--- src/rtl/sdram_rw_arbiter.sv ---
// sdram_rw_arbiter
//   Shares the single SDRAM wrapper port between N_REQ requesters. Requests are
//   picked round-robin, one at a time. The arbiter issues the wrapper start
//   pulse, steers read beats and write-next strobes to the granted requester,
//   and counts beats. cnt_err is a sticky flag. It is set when a transfer ends
//   with a beat count that differs from the request, and when wrapper activity
//   arrives outside a transfer.
//
// Ports
//   clk, rst_n             system clock, asynchronous active-low reset
//   req_valid/req_write    per-requester request and direction (1 = write)
//   req_addr/req_cnt       per-requester byte address / beat count (packed)
//   req_ready/req_done     one-cycle accept / completion pulses
//   rd_valid/rd_data       read beats routed to the granted requester
//   wr_nxt/wr_data         write-beat strobe out, per-requester write data in
//   rw_addr/rw_cnt         latched transfer descriptor to the wrapper
//   read_start/write_start one-cycle wrapper start pulses
//   rw_done/read_valid/read_data/write_nxt/write_data  wrapper handshake
//   busy, grant_id, cnt_err  status
//
// state | meaning
// ------+--------------------------------------------------------------
// IDLE  | scan requesters from rr_ptr, latch the winner's descriptor
// ISSUE | start pulse + req_ready (req_done too for zero-length), 1 cycle
// XFER  | route beats, count them, wait for rw_done
// GAP   | one turnaround cycle for the wrapper
module sdram_rw_arbiter #(
  parameter int N_REQ   = 2,
  parameter int SDRAM_W = 128,
  parameter int CNT_W   = 11,
  localparam int IDW    = (N_REQ > 1) ? $clog2(N_REQ) : 1
) (
  input  logic                     clk,
  input  logic                     rst_n,
  input  logic [N_REQ-1:0]         req_valid,
  input  logic [N_REQ-1:0]         req_write,
  input  logic [N_REQ*32-1:0]      req_addr,
  input  logic [N_REQ*CNT_W-1:0]   req_cnt,
  output logic [N_REQ-1:0]         req_ready,
  output logic [N_REQ-1:0]         req_done,
  output logic [N_REQ-1:0]         rd_valid,
  output logic [SDRAM_W-1:0]       rd_data,
  output logic [N_REQ-1:0]         wr_nxt,
  input  logic [N_REQ*SDRAM_W-1:0] wr_data,
  output logic [31:0]              rw_addr,
  output logic [CNT_W-1:0]         rw_cnt,
  output logic                     read_start,
  output logic                     write_start,
  input  logic                     rw_done,
  input  logic                     read_valid,
  input  logic [SDRAM_W-1:0]       read_data,
  input  logic                     write_nxt,
  output logic [SDRAM_W-1:0]       write_data,
  output logic                     busy,
  output logic [IDW-1:0]           grant_id,
  output logic                     cnt_err
);

  typedef enum logic [1:0] {IDLE, ISSUE, XFER, GAP} state_t;

  state_t state, state_nxt;

  logic [IDW-1:0]     rr_ptr;
  logic [31:0]        lat_addr;
  logic [CNT_W-1:0]   lat_cnt;
  logic               lat_write;
  logic [CNT_W-1:0]   beat_cnt;
  logic [CNT_W-1:0]   beat_total;
  logic               beat;
  logic               zero_len;
  logic               stray;

  logic               pick_found;
  logic [IDW-1:0]     pick_idx;
  int                 cand;
  logic [IDW-1:0]     cand_idx;

  logic [31:0]        addr_a  [N_REQ];
  logic [CNT_W-1:0]   cnt_a   [N_REQ];
  logic [SDRAM_W-1:0] wdata_a [N_REQ];

  for (genvar g = 0; g < N_REQ; g++) begin : g_unpack
    assign addr_a[g]  = req_addr[g*32 +: 32];
    assign cnt_a[g]   = req_cnt[g*CNT_W +: CNT_W];
    assign wdata_a[g] = wr_data[g*SDRAM_W +: SDRAM_W];
  end

  // Round-robin pick. Scanning from the farthest offset down to offset 0 leaves
  // the requester nearest rr_ptr as the final winner.
  always_comb begin
    pick_found = 1'b0;
    pick_idx   = '0;
    cand       = 0;
    cand_idx   = '0;
    for (int i = N_REQ - 1; i >= 0; i--) begin
      cand = int'(rr_ptr) + i;
      if (cand >= N_REQ) cand = cand - N_REQ;
      cand_idx = cand[IDW-1:0];
      if (req_valid[cand_idx]) begin
        pick_found = 1'b1;
        pick_idx   = cand_idx;
      end
    end
  end

  assign zero_len = (lat_cnt == '0);
  assign beat     = lat_write ? write_nxt : read_valid;
  // The counter saturates at its maximum, so a runaway wrapper cannot wrap it
  // back to a count that happens to match the request.
  assign beat_total = (beat && !(&beat_cnt)) ? beat_cnt + CNT_W'(1) : beat_cnt;
  assign stray      = rw_done | read_valid | write_nxt;

  always_ff @(posedge clk or negedge rst_n) begin
    if (!rst_n) state <= IDLE;
    else        state <= state_nxt;
  end

  always_comb begin
    state_nxt = state;
    case (state)
      IDLE:  if (pick_found) state_nxt = ISSUE;
      ISSUE: state_nxt = zero_len ? GAP : XFER;
      XFER:  if (rw_done) state_nxt = GAP;
      GAP:   state_nxt = IDLE;
      default: state_nxt = IDLE;
    endcase
  end

  always_ff @(posedge clk or negedge rst_n) begin
    if (!rst_n) begin
      grant_id  <= '0;
      rr_ptr    <= '0;
      lat_addr  <= '0;
      lat_cnt   <= '0;
      lat_write <= 1'b0;
      beat_cnt  <= '0;
      cnt_err   <= 1'b0;
    end else begin
      case (state)
        IDLE: begin
          if (pick_found) begin
            grant_id  <= pick_idx;
            lat_addr  <= addr_a[pick_idx];
            lat_cnt   <= cnt_a[pick_idx];
            lat_write <= req_write[pick_idx];
          end
        end
        ISSUE: begin
          rr_ptr   <= (grant_id == IDW'(N_REQ - 1)) ? '0 : grant_id + IDW'(1);
          beat_cnt <= '0;
        end
        XFER: begin
          beat_cnt <= beat_total;
          if (rw_done && (beat_total != lat_cnt)) cnt_err <= 1'b1;
        end
        default: ;
      endcase
      if (state != XFER && stray) cnt_err <= 1'b1;
    end
  end

  // rw_addr/rw_cnt follow the latch registers. Those registers change only on
  // the IDLE->ISSUE edge, so the outputs hold their value through IDLE and GAP.
  assign rw_addr = lat_addr;
  assign rw_cnt  = lat_cnt;
  assign busy    = (state != IDLE);

  always_comb begin
    req_ready   = '0;
    req_done    = '0;
    rd_valid    = '0;
    rd_data     = '0;
    wr_nxt      = '0;
    write_data  = '0;
    read_start  = 1'b0;
    write_start = 1'b0;
    case (state)
      ISSUE: begin
        req_ready[grant_id] = 1'b1;
        if (zero_len)       req_done[grant_id] = 1'b1;
        else if (lat_write) write_start = 1'b1;
        else                read_start  = 1'b1;
      end
      XFER: begin
        if (lat_write) begin
          wr_nxt[grant_id] = write_nxt;
          write_data       = wdata_a[grant_id];
        end else begin
          rd_valid[grant_id] = read_valid;
          rd_data            = read_data;
        end
        if (rw_done) req_done[grant_id] = 1'b1;
      end
      default: ;
    endcase
  end

endmodule

--- config.mk ---
export PLATFORM = sky130hd
export DESIGN_NAME = sdram_rw_arbiter
export DESIGN_NICKNAME = d
export VERILOG_FILES = /design/src/rtl/sdram_rw_arbiter.sv
export SDC_FILE = /design/constraint.sdc
export NUM_CORES = 1
export LEC_CHECK = 0
export BUFFER_PORTS_ARGS = -buffer_cell sky130_fd_sc_hd__buf_2
export CAP_MARGIN = 20
export CELL_PAD_IN_SITES_DETAIL_PLACEMENT = 1
export CELL_PAD_IN_SITES_GLOBAL_PLACEMENT = 2
export CORE_AREA = 4 4 305 307
export CTS_BUF_LIST = sky130_fd_sc_hd__clkbuf_4 sky130_fd_sc_hd__clkbuf_8
export DETAILED_ROUTE_END_ITERATION = 6
export DIE_AREA = 0 0 309 311
export PLACE_DENSITY_LB_ADDON = 0.08
export RECOVER_POWER = 25
export SYNTH_ARGS = -nofsm -noshare
export SYNTH_HDL_FRONTEND = slang
export SYNTH_SLANG_ARGS = --single-unit
--- constraint.sdc ---
create_clock -name clk -period 2.8 [get_ports clk]
set_clock_uncertainty 0.1 [all_clocks]
set_input_delay 0.28 -clock clk [delete_from_list [all_inputs] [get_ports clk]]
set_output_delay 0.28 -clock clk [all_outputs]
set_load 0.05 [all_outputs]
==> impl_metrics.json, run 1 <==
{
  "grtUsageTotal": 0.113,
  "power.static_leakage_nw": 6.47,
  "power.density_nw_per_um2": 970,
  "synth_enable_flop_cells": 0,
  "outcome": "completed",
  "internal-power_mw": 4.18,
  "synth_cell_type_count": 50,
  "clock_root_buffer": "sky130_fd_sc_hd__clkbuf_8",
  "timing.final.crit_period_ps": 2660,
  "floorplan.die_area_um2": 96100,
  "layout_common_cells": "sky130_fd_sc_hd__buf_2, sky130_fd_sc_hd__mux2i_1, sky130_fd_sc_hd__and2_1, sky130_fd_sc_hd__nor2_1",
  "netlist_area_pre_place_um2": 6170,
  "synth_async_sr_flop_share": 1.00,
  "ioPinCount": 791,
  "layout_commonest_cell": "sky130_fd_sc_hd__buf_2",
  "worstPathBufferInverterCount": 1,
  "critPathLaunch": "rw_cnt[5]",
  "setup_tns_ps": 0,
  "min_path_cells": 3,
  "hold_end": "rw_addr[26]",
  "power.total_mw": 11.7,
  "yosysSeqAreaShare": 0.243,
  "post_drt_wl_per_cell_um": 20.8,
  "endpoint_kind": "output port",
  "r2r.worst_path.cells": 7,
  "clkSlewWorstSetupHoldPaths_ps": 90,
  "slew_headroom": 0.266,
  "die-height_um": 311,
  "p_clk_frac": 0.090,
  "critPathMaxFanout": 4,
  "combinational_cell_fraction_of_total_power": 0.779,
  "cp_slowest_stage_delay_ps": 440,
  "p_sw_mw": 7.49,
  "design.final.nets": 2045,
  "postSynthNetCount": 1279,
  "die_w_um": 309,
  "yosys_warnings": 0,
  "cts.sink_count": 60,
  "post_synth_inst_count": 796,
  "critical_path_start_type": "flop",
  "max_root_sink_buffers": 2,
  "antenna_found_initial": 29,
  "hold_viol": 0,
  "postSynthRegisterBits": 60,
  "drt_pre_antenna_iters": 5,
  "route.vias.total": 8787,
  "path_cells": "nor4_2, nand4b_1, or2_2, a21o_1, nor2_1, buf_4",
  "synth_flop_cell": "sky130_fd_sc_hd__dfrtp_1",
  "tritoncts_clock_tree": "yes",
  "reg2reg_setup_slack_ps": 220,
  "deepest_level_of_the_cts_h_tree": 3,
  "fin_area_um2": 12000,
  "critical_path_required_ps": 2420,
  "row_count": 110,
  "finish.utilization": 0.134,
  "r2r-end": "cnt_err",
  "period_utilization_post_route": 0.948,
  "max_clock_freq_mhz": 377,
  "critPathArrivalTime_ps": 2280,
  "peakVddDrop_mv": 0.257,
  "hp-class": "input pin to flop",
  "critPathKind": "flop to output port",
  "worstSkewPairLatency_ps": 380,
  "grt_first_pass_wirelength_um": 76900,
  "worst_pin_slew_ps": 1100,
  "first_global_vias": 9389,
  "dp_hpwl_um": 50500,
  "grt_start_max_net_pins": 130,
  "cp_slowest_cell": "sky130_fd_sc_hd__dfrtp_1",
  "final-max-slew-violation-count": 0,
  "io_buffers": 790,
  "path_delay_family": "simple AND/OR/NAND/NOR gates",
  "power_switching_share": 0.642,
  "syn_avg_cell_area_um2": 7.75,
  "detail_route.drc_violations": 0,
  "drive_above_1_share": 0.539,
  "core_region_area_um2": 90000,
  "max_capacitance_violation_total": 0,
  "grt_overflow_total": 0,
  "cts-buffers-inserted": 9,
  "hp-start": "req_addr[58]",
  "area_growth_syn_to_layout_pct": 95.2,
  "worst_hold_slack_ps": 83.3,
  "setup_viol_count_final": 0,
  "r2r-start": "beat_cnt[0]",
  "power.sequential.fraction": 0.131,
  "place_congestion": 0.792,
  "number_of_design_rule_violations_left_by_the_first_detailed_router_iteration": 286,
  "cell_area_after_placement_um2": 11700,
  "routed_via_density": 3.19,
  "post_drt_antenna_nets": 0,
  "starting_density": 0.0685,
  "detail_route.wirelength_um": 57400
}
==> power groups by stage <==
stage                     registers [mW]  clock network [mW]  logic, mW
final                               1.53                1.05       9.09
after global placement              1.52                   0       9.44
after detailed placement            1.53                   0       9.36
after floorplan                     2.48                   0       5.38
after global routing                1.58                1.15       9.75
after CTS                           1.52                1.13       9.39
==> worst max-delay path by stage <==
| stage | end | slack [ps] | depth (start not counted) |
|---|---|---|---|
| final | req_done[0] | 140 | 6 |
| after global routing | req_done[0] | -20 | 6 |
| after CTS | req_done[1] | 7 | 6 |
| after detailed placement | cnt_err | 220 | 7 |
| after global placement | cnt_err | 280 | 7 |
| after floorplan | rd_valid[1] | 8 | 5 |
==> through the flow <==
stage          cells  worst slack, ps
2_1_floorplan    796             8.05
4_1_cts         2741             6.78
6_report        2757              145
3_5_place_dp    2724              216
3_3_place_gp    2724              281
5_1_grt         2747            -15.3
==> worst register-to-register path: stages (launching register included) <==
cell	delay [ps]
sky130_fd_sc_hd__dfrtp_1	470
sky130_fd_sc_hd__ha_1	300
sky130_fd_sc_hd__and3_2	290
sky130_fd_sc_hd__a41oi_2	360
sky130_fd_sc_hd__nand3_1	250
sky130_fd_sc_hd__xnor2_1	210
sky130_fd_sc_hd__a2111oi_2	350
sky130_fd_sc_hd__a31oi_1	150
==> registers in the layout, indices dropped and copies added (netlist names) <==
register	cells
rw_cnt	11
state	2
rw_addr	32
lat_write	1
grant_id	1
beat_cnt	11
cnt_err	1
rr_ptr	1
==> repair_timing <==
| item | in CTS | in global routing |
|---|---|---|
| buffers inserted | 0 | 1 |
| setup endpoints to repair | 2 | 22 |
| pin swaps | 1 | 1 |
| hold endpoints to repair | 17 | 0 |
| resized for setup | 5 | 9 |
| hold buffers | 1 | 0 |
| gates cloned | 0 | 0 |
==> Yosys cell counts, types with 10 or more instances <==
library cell	number	share of area
sky130_fd_sc_hd__a21oi_1	12	0.0097
sky130_fd_sc_hd__and2_1	129	0.13
sky130_fd_sc_hd__buf_1	16	0.0097
sky130_fd_sc_hd__buf_2	14	0.011
sky130_fd_sc_hd__clkbuf_1	38	0.023
sky130_fd_sc_hd__dfrtp_1	60	0.24
sky130_fd_sc_hd__inv_1	10	0.0061
sky130_fd_sc_hd__mux2i_1	176	0.29
sky130_fd_sc_hd__nand2_1	59	0.036
sky130_fd_sc_hd__nor2_1	145	0.088
sky130_fd_sc_hd__o21ai_0	52	0.042
sky130_fd_sc_hd__xnor2_1	12	0.017
==> per-layer routing <==
| layer | vias up | GRT usage | part of all wire |
|---|---|---|---|
| met1 | 4020 | 0.117 | 0.36 |
| met5 | - | 0 | 0.0018 |
| li1 | 4225 | - | - |
| met2 | 471 | 0.218 | 0.53 |
| met3 | 55 | 0.0411 | 0.095 |
| met4 | 16 | 0.0157 | 0.010 |
==> area by class of cell <==
| type | count | area [µm²] |
|---|---|---|
| fillers | 11000 | 78000 |
| inverters | 11 | 41.3 |
| clock buffers | 9 | 124 |
| multi-input cells | 657 | 4480 |
| clock inverters | 7 | 124 |
| flip-flops and latches | 60 | 1510 |
| diodes | 14 | 35.0 |
| well taps | 1176 | 1470 |
| repair buffers | 823 | 4260 |
==> kinds of logic after synthesis <==
group | count (synthesis) | synth area share
xor+xnor | 17 | 0.0241
flops | 60 | 0.243
mux | 178 | 0.289
fa+ha+maj | 4 | 0.00812
buf+inv | 79 | 0.0509
compound gates | 92 | 0.0939
simple gates | 366 | 0.290
No activity file was read; power rests on OpenSTA's default activity.
==> run 2: changes to the inputs <==
--- a/config.mk
+++ b/config.mk
@@ -14,7 +14,6 @@
 export DETAILED_ROUTE_END_ITERATION = 6
 export DIE_AREA = 0 0 309 311
 export PLACE_DENSITY_LB_ADDON = 0.08
-export RECOVER_POWER = 25
 export SYNTH_ARGS = -nofsm -noshare
 export SYNTH_HDL_FRONTEND = slang
 export SYNTH_SLANG_ARGS = --single-unit
==> constraint.sdc (replaced) <==
create_clock -name clk -period 2.8 [get_ports clk]
set_clock_uncertainty 0.1 [all_clocks]
set_input_delay 0.28 -clock clk [delete_from_list [all_inputs] [get_ports clk]]
set_output_delay 0.28 -clock clk [all_outputs]
set_load 0.02 [all_outputs]
==> impl_metrics.json, run 2 (synthesis results as in run 1) <==
{
  "cp_slowest_cell": "sky130_fd_sc_hd__dfrtp_1",
  "timing.final.crit_period_ps": 2650,
  "critical_path_required_ps": 2420,
  "ioPinCount": 791,
  "power.static_leakage_nw": 6.68,
  "cts-buffers-inserted": 9,
  "layout_common_cells": "sky130_fd_sc_hd__buf_2, sky130_fd_sc_hd__mux2i_1, sky130_fd_sc_hd__nor2_1, sky130_fd_sc_hd__and2_1",
  "worstPathBufferInverterCount": 1,
  "number_of_design_rule_violations_left_by_the_first_detailed_router_iteration": 214,
  "critPathKind": "flop to output port",
  "largest_register_ffs": 32,
  "multi_input_area_um2": 4390,
  "die-height_um": 311,
  "grt_overflow_total": 0,
  "grtUsageTotal": 0.114,
  "filler_cell_count": 11000,
  "core_region_area_um2": 90000,
  "first_global_vias": 9563,
  "busiest_layer": "met2",
  "starting_density": 0.0685,
  "max_clock_freq_mhz": 378,
  "detail_route.wirelength_um": 58300,
  "io_buffers": 790,
  "cp_slowest_stage_delay_ps": 430,
  "global_route.usage.met1": 0.111,
  "max_root_sink_buffers": 2,
  "drive_above_1_share": 0.549,
  "routed_via_density": 3.19,
  "worstSkewPairLatency_ps": 350,
  "path_cells": "nor4_1, nand4b_1, or2_2, a21o_1, nor2_1, buf_2",
  "floorplan.die_area_um2": 96100,
  "final-max-slew-violation-count": 0,
  "deepest_level_of_the_cts_h_tree": 3,
  "finish.utilization": 0.134,
  "tritoncts_clock_tree": "yes",
  "numPlacedInstances": 2733,
  "cts.sink_count": 60,
  "row_count": 110,
  "peakVddDrop_mv": 0.211,
  "setup_viol_count_final": 0,
  "detail_route.drc_violations": 0,
  "grt_setup_unrepaired": "no",
  "outcome": "completed",
  "dp_hpwl_um": 51300,
  "area_growth_syn_to_layout_pct": 95.8,
  "post_drt_wl_per_cell_um": 21.1,
  "endpoint_kind": "output port",
  "worst_pin_slew_ps": 928,
  "grt_first_pass_wirelength_um": 77600,
  "globalRouteMet2Util": 0.231,
  "slew_headroom": 0.379,
  "critPathMaxFanout": 4,
  "layout_commonest_cell": "sky130_fd_sc_hd__buf_2",
  "hold_viol": 0,
  "critPathArrivalTime_ps": 2270,
  "hp-class": "input pin to flop",
  "power.total_mw": 9.39,
  "antenna_found_initial": 25,
  "clkSlewWorstSetupHoldPaths_ps": 90,
  "period_utilization_post_route": 0.946,
  "max_capacitance_violation_total": 0,
  "grt_start_max_net_pins": 64,
  "die_w_um": 309,
  "post_drt_antenna_nets": 0,
  "critical_path_start_type": "flop",
  "register_area_um2": 1510,
  "setup_tns_ps": 0,
  "gr-usage-met3": 0.0453,
  "clock_root_buffer": "sky130_fd_sc_hd__clkbuf_8",
  "route.vias.total": 8801,
  "design.final.nets": 2054,
  "place_congestion": 0.775,
  "power.density_nw_per_um2": 778,
  "finalNonFillerCells": 2759,
  "drt_pre_antenna_iters": 4,
  "path_delay_family": "simple AND/OR/NAND/NOR gates"
}
run 2: cell types whose count changed in the layout (fill, tap and decap cells not counted), moves of 2 or more:
| cell | before | now |
|---|---|---|
| sky130_fd_sc_hd__buf_2 | 742 | 790 |
| sky130_fd_sc_hd__clkbuf_1 | 43 | 0 |
| sky130_fd_sc_hd__nor2_1 | 113 | 144 |
| sky130_fd_sc_hd__nor2_2 | 31 | 0 |
| sky130_fd_sc_hd__diode_2 | 14 | 7 |
| sky130_fd_sc_hd__buf_4 | 23 | 29 |
| sky130_fd_sc_hd__buf_12 | 6 | 11 |
| sky130_fd_sc_hd__clkbuf_4 | 4 | 0 |
| sky130_fd_sc_hd__buf_6 | 2 | 0 |
| sky130_fd_sc_hd__nor4_1 | 1 | 3 |
run 2: routing by layer:
metal,vias up,part of all wire
met3,49,0.099
li1,4237,-
met1,4039,0.34
met2,462,0.55
met5,-,0.0016
met4,14,0.0059
run 2: what timing repair did:
action | 4_1_cts | 5_1_grt
hold endpoints to repair | 10 | 0
resized for setup | 0 | 1
hold buffers | 1 | 0
endpoints found under the setup margin | 0 | 45
buffers inserted | 0 | 1
run 2: power by group:
group | switching, mW | total [mW] | internal (mW)
clock network | 0.426 | 0.932 | 0.506
registers | 0.341 | 1.55 | 1.21
logic | 4.37 | 6.91 | 2.54
total | 5.13 | 9.39 | 4.26
run 2: layout make-up:
| cell class | instances | share of cell area |
|---|---|---|
| repair buffers | 832 | 0.367 |
| multi-input cells | 657 | 0.363 |
| flip-flops and latches | 60 | 0.125 |
| well taps | 1176 | 0.122 |
| clock buffers | 9 | 0.0103 |
| clock inverters | 7 | 0.00819 |
| inverters | 11 | 0.00342 |
| diodes | 7 | 0.00145 |
run 2: worst register-to-register path: cells and delay by family, from the launching register on:
family / cells / cell delay, ps
AO/OA/AOI/OAI: 3 / 1020
flip-flops: 1 / 440
AND/OR/NAND/NOR: 2 / 440
adder cells (fa/ha/maj): 1 / 270
XOR/XNOR: 1 / 150
run 2: path summary, 6_finish.rpt:
path | start | to | slack [ps] | cells past startpoint
worst max-delay path | rw_cnt[3] | req_done[1] | 150 | 6
worst min register to register | rw_addr[6] | rw_addr[6] | 380 | 2
max in group asynchronous | rst_n | grant_id | 1690 | 3
worst max register to register | beat_cnt[1] | cnt_err | 260 | 7
min in group asynchronous | rst_n | rw_addr[11] | 230 | 2
worst min-delay path | req_addr[40] | rw_addr[8] | 110 | 3
run 2: per-stage QoR:
stage	setup slack (ps)	cell area (µm²)	hold WS, ps
6_report	152	12100	106
5_1_grt	8.41	12100	74.2
4_1_cts	48.4	12000	66.9
3_5_place_dp	269	11800	94.1
3_3_place_gp	176	11800	86.0
2_1_floorplan	502	6170	-116
==> run 3: changes to the inputs <==
--- a/config.mk
+++ b/config.mk
@@ -9,10 +9,10 @@
 export CAP_MARGIN = 20
 export CELL_PAD_IN_SITES_DETAIL_PLACEMENT = 1
 export CELL_PAD_IN_SITES_GLOBAL_PLACEMENT = 2
-export CORE_AREA = 4 4 305 307
+export CORE_AREA = 2 2 312 314
 export CTS_BUF_LIST = sky130_fd_sc_hd__clkbuf_4 sky130_fd_sc_hd__clkbuf_8
 export DETAILED_ROUTE_END_ITERATION = 6
-export DIE_AREA = 0 0 309 311
+export DIE_AREA = 0 0 314 316
 export PLACE_DENSITY_LB_ADDON = 0.08
 export SYNTH_ARGS = -nofsm -noshare
 export SYNTH_HDL_FRONTEND = slang
==> impl_metrics.json, run 3 (synthesis results as in run 1) <==
{
  "final-max-slew-violation-count": 0,
  "period_utilization_post_route": 0.934,
  "layout_common_cells": "sky130_fd_sc_hd__buf_2, sky130_fd_sc_hd__mux2i_1, sky130_fd_sc_hd__nor2_1, sky130_fd_sc_hd__and2_1",
  "area_growth_syn_to_layout_pct": 98.1,
  "clkSlewWorstSetupHoldPaths_ps": 80,
  "post_drt_wl_per_cell_um": 20.4,
  "path_cells": "nor4_4, nand4b_1, buf_4, or2_2, a21o_1, nor2_1, buf_2",
  "design.final.nets": 2049,
  "deepest_level_of_the_cts_h_tree": 3,
  "outcome": "completed",
  "cp_slowest_stage_delay_ps": 460,
  "number_of_design_rule_violations_left_by_the_first_detailed_router_iteration": 248,
  "cp_slowest_cell": "sky130_fd_sc_hd__dfrtp_2",
  "grt_first_pass_wirelength_um": 75500,
  "io_buffers": 790,
  "setup_viol_count_final": 0,
  "grt_start_max_net_pins": 90,
  "critPathArrivalTime_ps": 2240,
  "power.total_mw": 9.49,
  "first_global_vias": 9250,
  "peakVddDrop_mv": 0.230,
  "endpoint_kind": "output port",
  "ioPinCount": 791,
  "max_root_sink_buffers": 2,
  "layout_commonest_cell": "sky130_fd_sc_hd__buf_2",
  "row_count": 114,
  "floorplan.die_area_um2": 99200,
  "grt_setup_unrepaired": "no",
  "grtUsageTotal": 0.109,
  "max_capacitance_violation_total": 0,
  "cts-buffers-inserted": 9,
  "timing.final.crit_period_ps": 2620,
  "clock_root_buffer": "sky130_fd_sc_hd__clkbuf_8",
  "hp-class": "input pin to flop",
  "drt_pre_antenna_iters": 4,
  "die-height_um": 316,
  "antenna_found_initial": 32,
  "critical_path_start_type": "flop",
  "cts.sink_count": 60,
  "route.vias.total": 8808,
  "cell_area_after_placement_um2": 11900,
  "core_region_area_um2": 96000,
  "power.density_nw_per_um2": 777,
  "grt_overflow_total": 0,
  "post_drt_antenna_nets": 0,
  "critPathMaxFanout": 4,
  "place_congestion": 0.766,
  "slew_headroom": 0.443,
  "tritoncts_clock_tree": "yes",
  "critPathKind": "flop to output port",
  "starting_density": 0.0642,
  "drive_above_1_share": 0.548,
  "detail_route.drc_violations": 0,
  "fin_area_um2": 12200,
  "routed_via_density": 3.09,
  "power.static_leakage_nw": 6.67,
  "hold_viol": 0,
  "worst_pin_slew_ps": 836,
  "largest_register_ffs": 32,
  "setup_tns_ps": 0,
  "die_w_um": 314,
  "max_clock_freq_mhz": 382,
  "finish.utilization": 0.127,
  "dp_hpwl_um": 51300,
  "worstSkewPairLatency_ps": 390,
  "detail_route.wirelength_um": 58100,
  "critical_path_required_ps": 2420
}
-- run 3: cell count changes in the layout (fill, tap and decap cells not counted) --
cell                         delta
sky130_fd_sc_hd__clkinvlp_4     -1
sky130_fd_sc_hd__bufinv_16      +1
sky130_fd_sc_hd__buf_4          -5
sky130_fd_sc_hd__nor4_4         +1
sky130_fd_sc_hd__buf_16         +1
sky130_fd_sc_hd__buf_12         -1
sky130_fd_sc_hd__clkbuf_8       +2
sky130_fd_sc_hd__clkbuf_4       +1
sky130_fd_sc_hd__diode_2        -1
sky130_fd_sc_hd__nor4_1         -1
sky130_fd_sc_hd__inv_6          -1
sky130_fd_sc_hd__clkinv_4       -2
-- run 3: final timing paths --
check / startpoint / to / slack, ps / depth (start not counted)
worst max-delay path: rw_cnt[5] / req_done[1] / 180 / 7
worst min-delay path: req_addr[46] / rw_addr[14] / 80 / 3
worst max register to register: beat_cnt[1] / cnt_err / 240 / 7
worst min register to register: rw_addr[6] / rw_addr[6] / 380 / 2
max in group asynchronous: rst_n / rw_addr[24] / 1370 / 3
min in group asynchronous: rst_n / rw_addr[7] / 410 / 2
-- run 3: per-stage QoR --
stage	std cells	worst slack, ps	hold WS [ps]
2_1_floorplan	796	502	-116
3_3_place_gp	2828	229	343
3_5_place_dp	2828	270	340
4_1_cts	2846	2.10	35.8
5_1_grt	2851	1.35	49.2
6_report	2853	184	77.9
-- run 3: report_power, final --
| part | leakage (nW) | internal [mW] | switching [mW] |
|---|---|---|---|
| clock | 0.130 | 0.649 | 0.423 |
| combinational | 5.79 | 2.53 | 4.39 |
| sequential | 0.755 | 1.21 | 0.287 |
| total | 6.67 | 4.39 | 5.10 |
-- run 3: critical path: cells and delay by family, from the launching register on --
kind	cells	cell delay [ps]
and+or+nand+nor	4	820
DFF	1	460
buffers and inverters	2	350
AOI/OAI and AO/OA	1	220
-- run 3: per-layer routing --
layer / vias to the layer above / wire [µm] / global-route usage
li1: 4216 / - / -
met1: 4039 / 21700 / 0.119
met2: 464 / 30100 / 0.197
met3: 73 / 5080 / 0.0418
met4: 16 / 1180 / 0.0259
met5: - / 110 / 0
-- run 3: area by class of cell --
cell class | count | area [µm²]
fill | 11700 | 83800
antenna | 6 | 15.0
tap | 1276 | 1600
clock buffer | 12 | 159
clock inverter | 4 | 95.1
timing repair buffer | 827 | 4400
multi-input combinational | 657 | 4400
sequential | 60 | 1510
inverter | 11 | 41.3
-- run 3: what timing repair did --
action	CTS	global route
buffers inserted	1	0
hold buffers	1	0
endpoints found under the hold margin	25	0
pin swaps	1	1
resized for setup	1	6
gates cloned	0	1
endpoints found under the setup margin	2	98
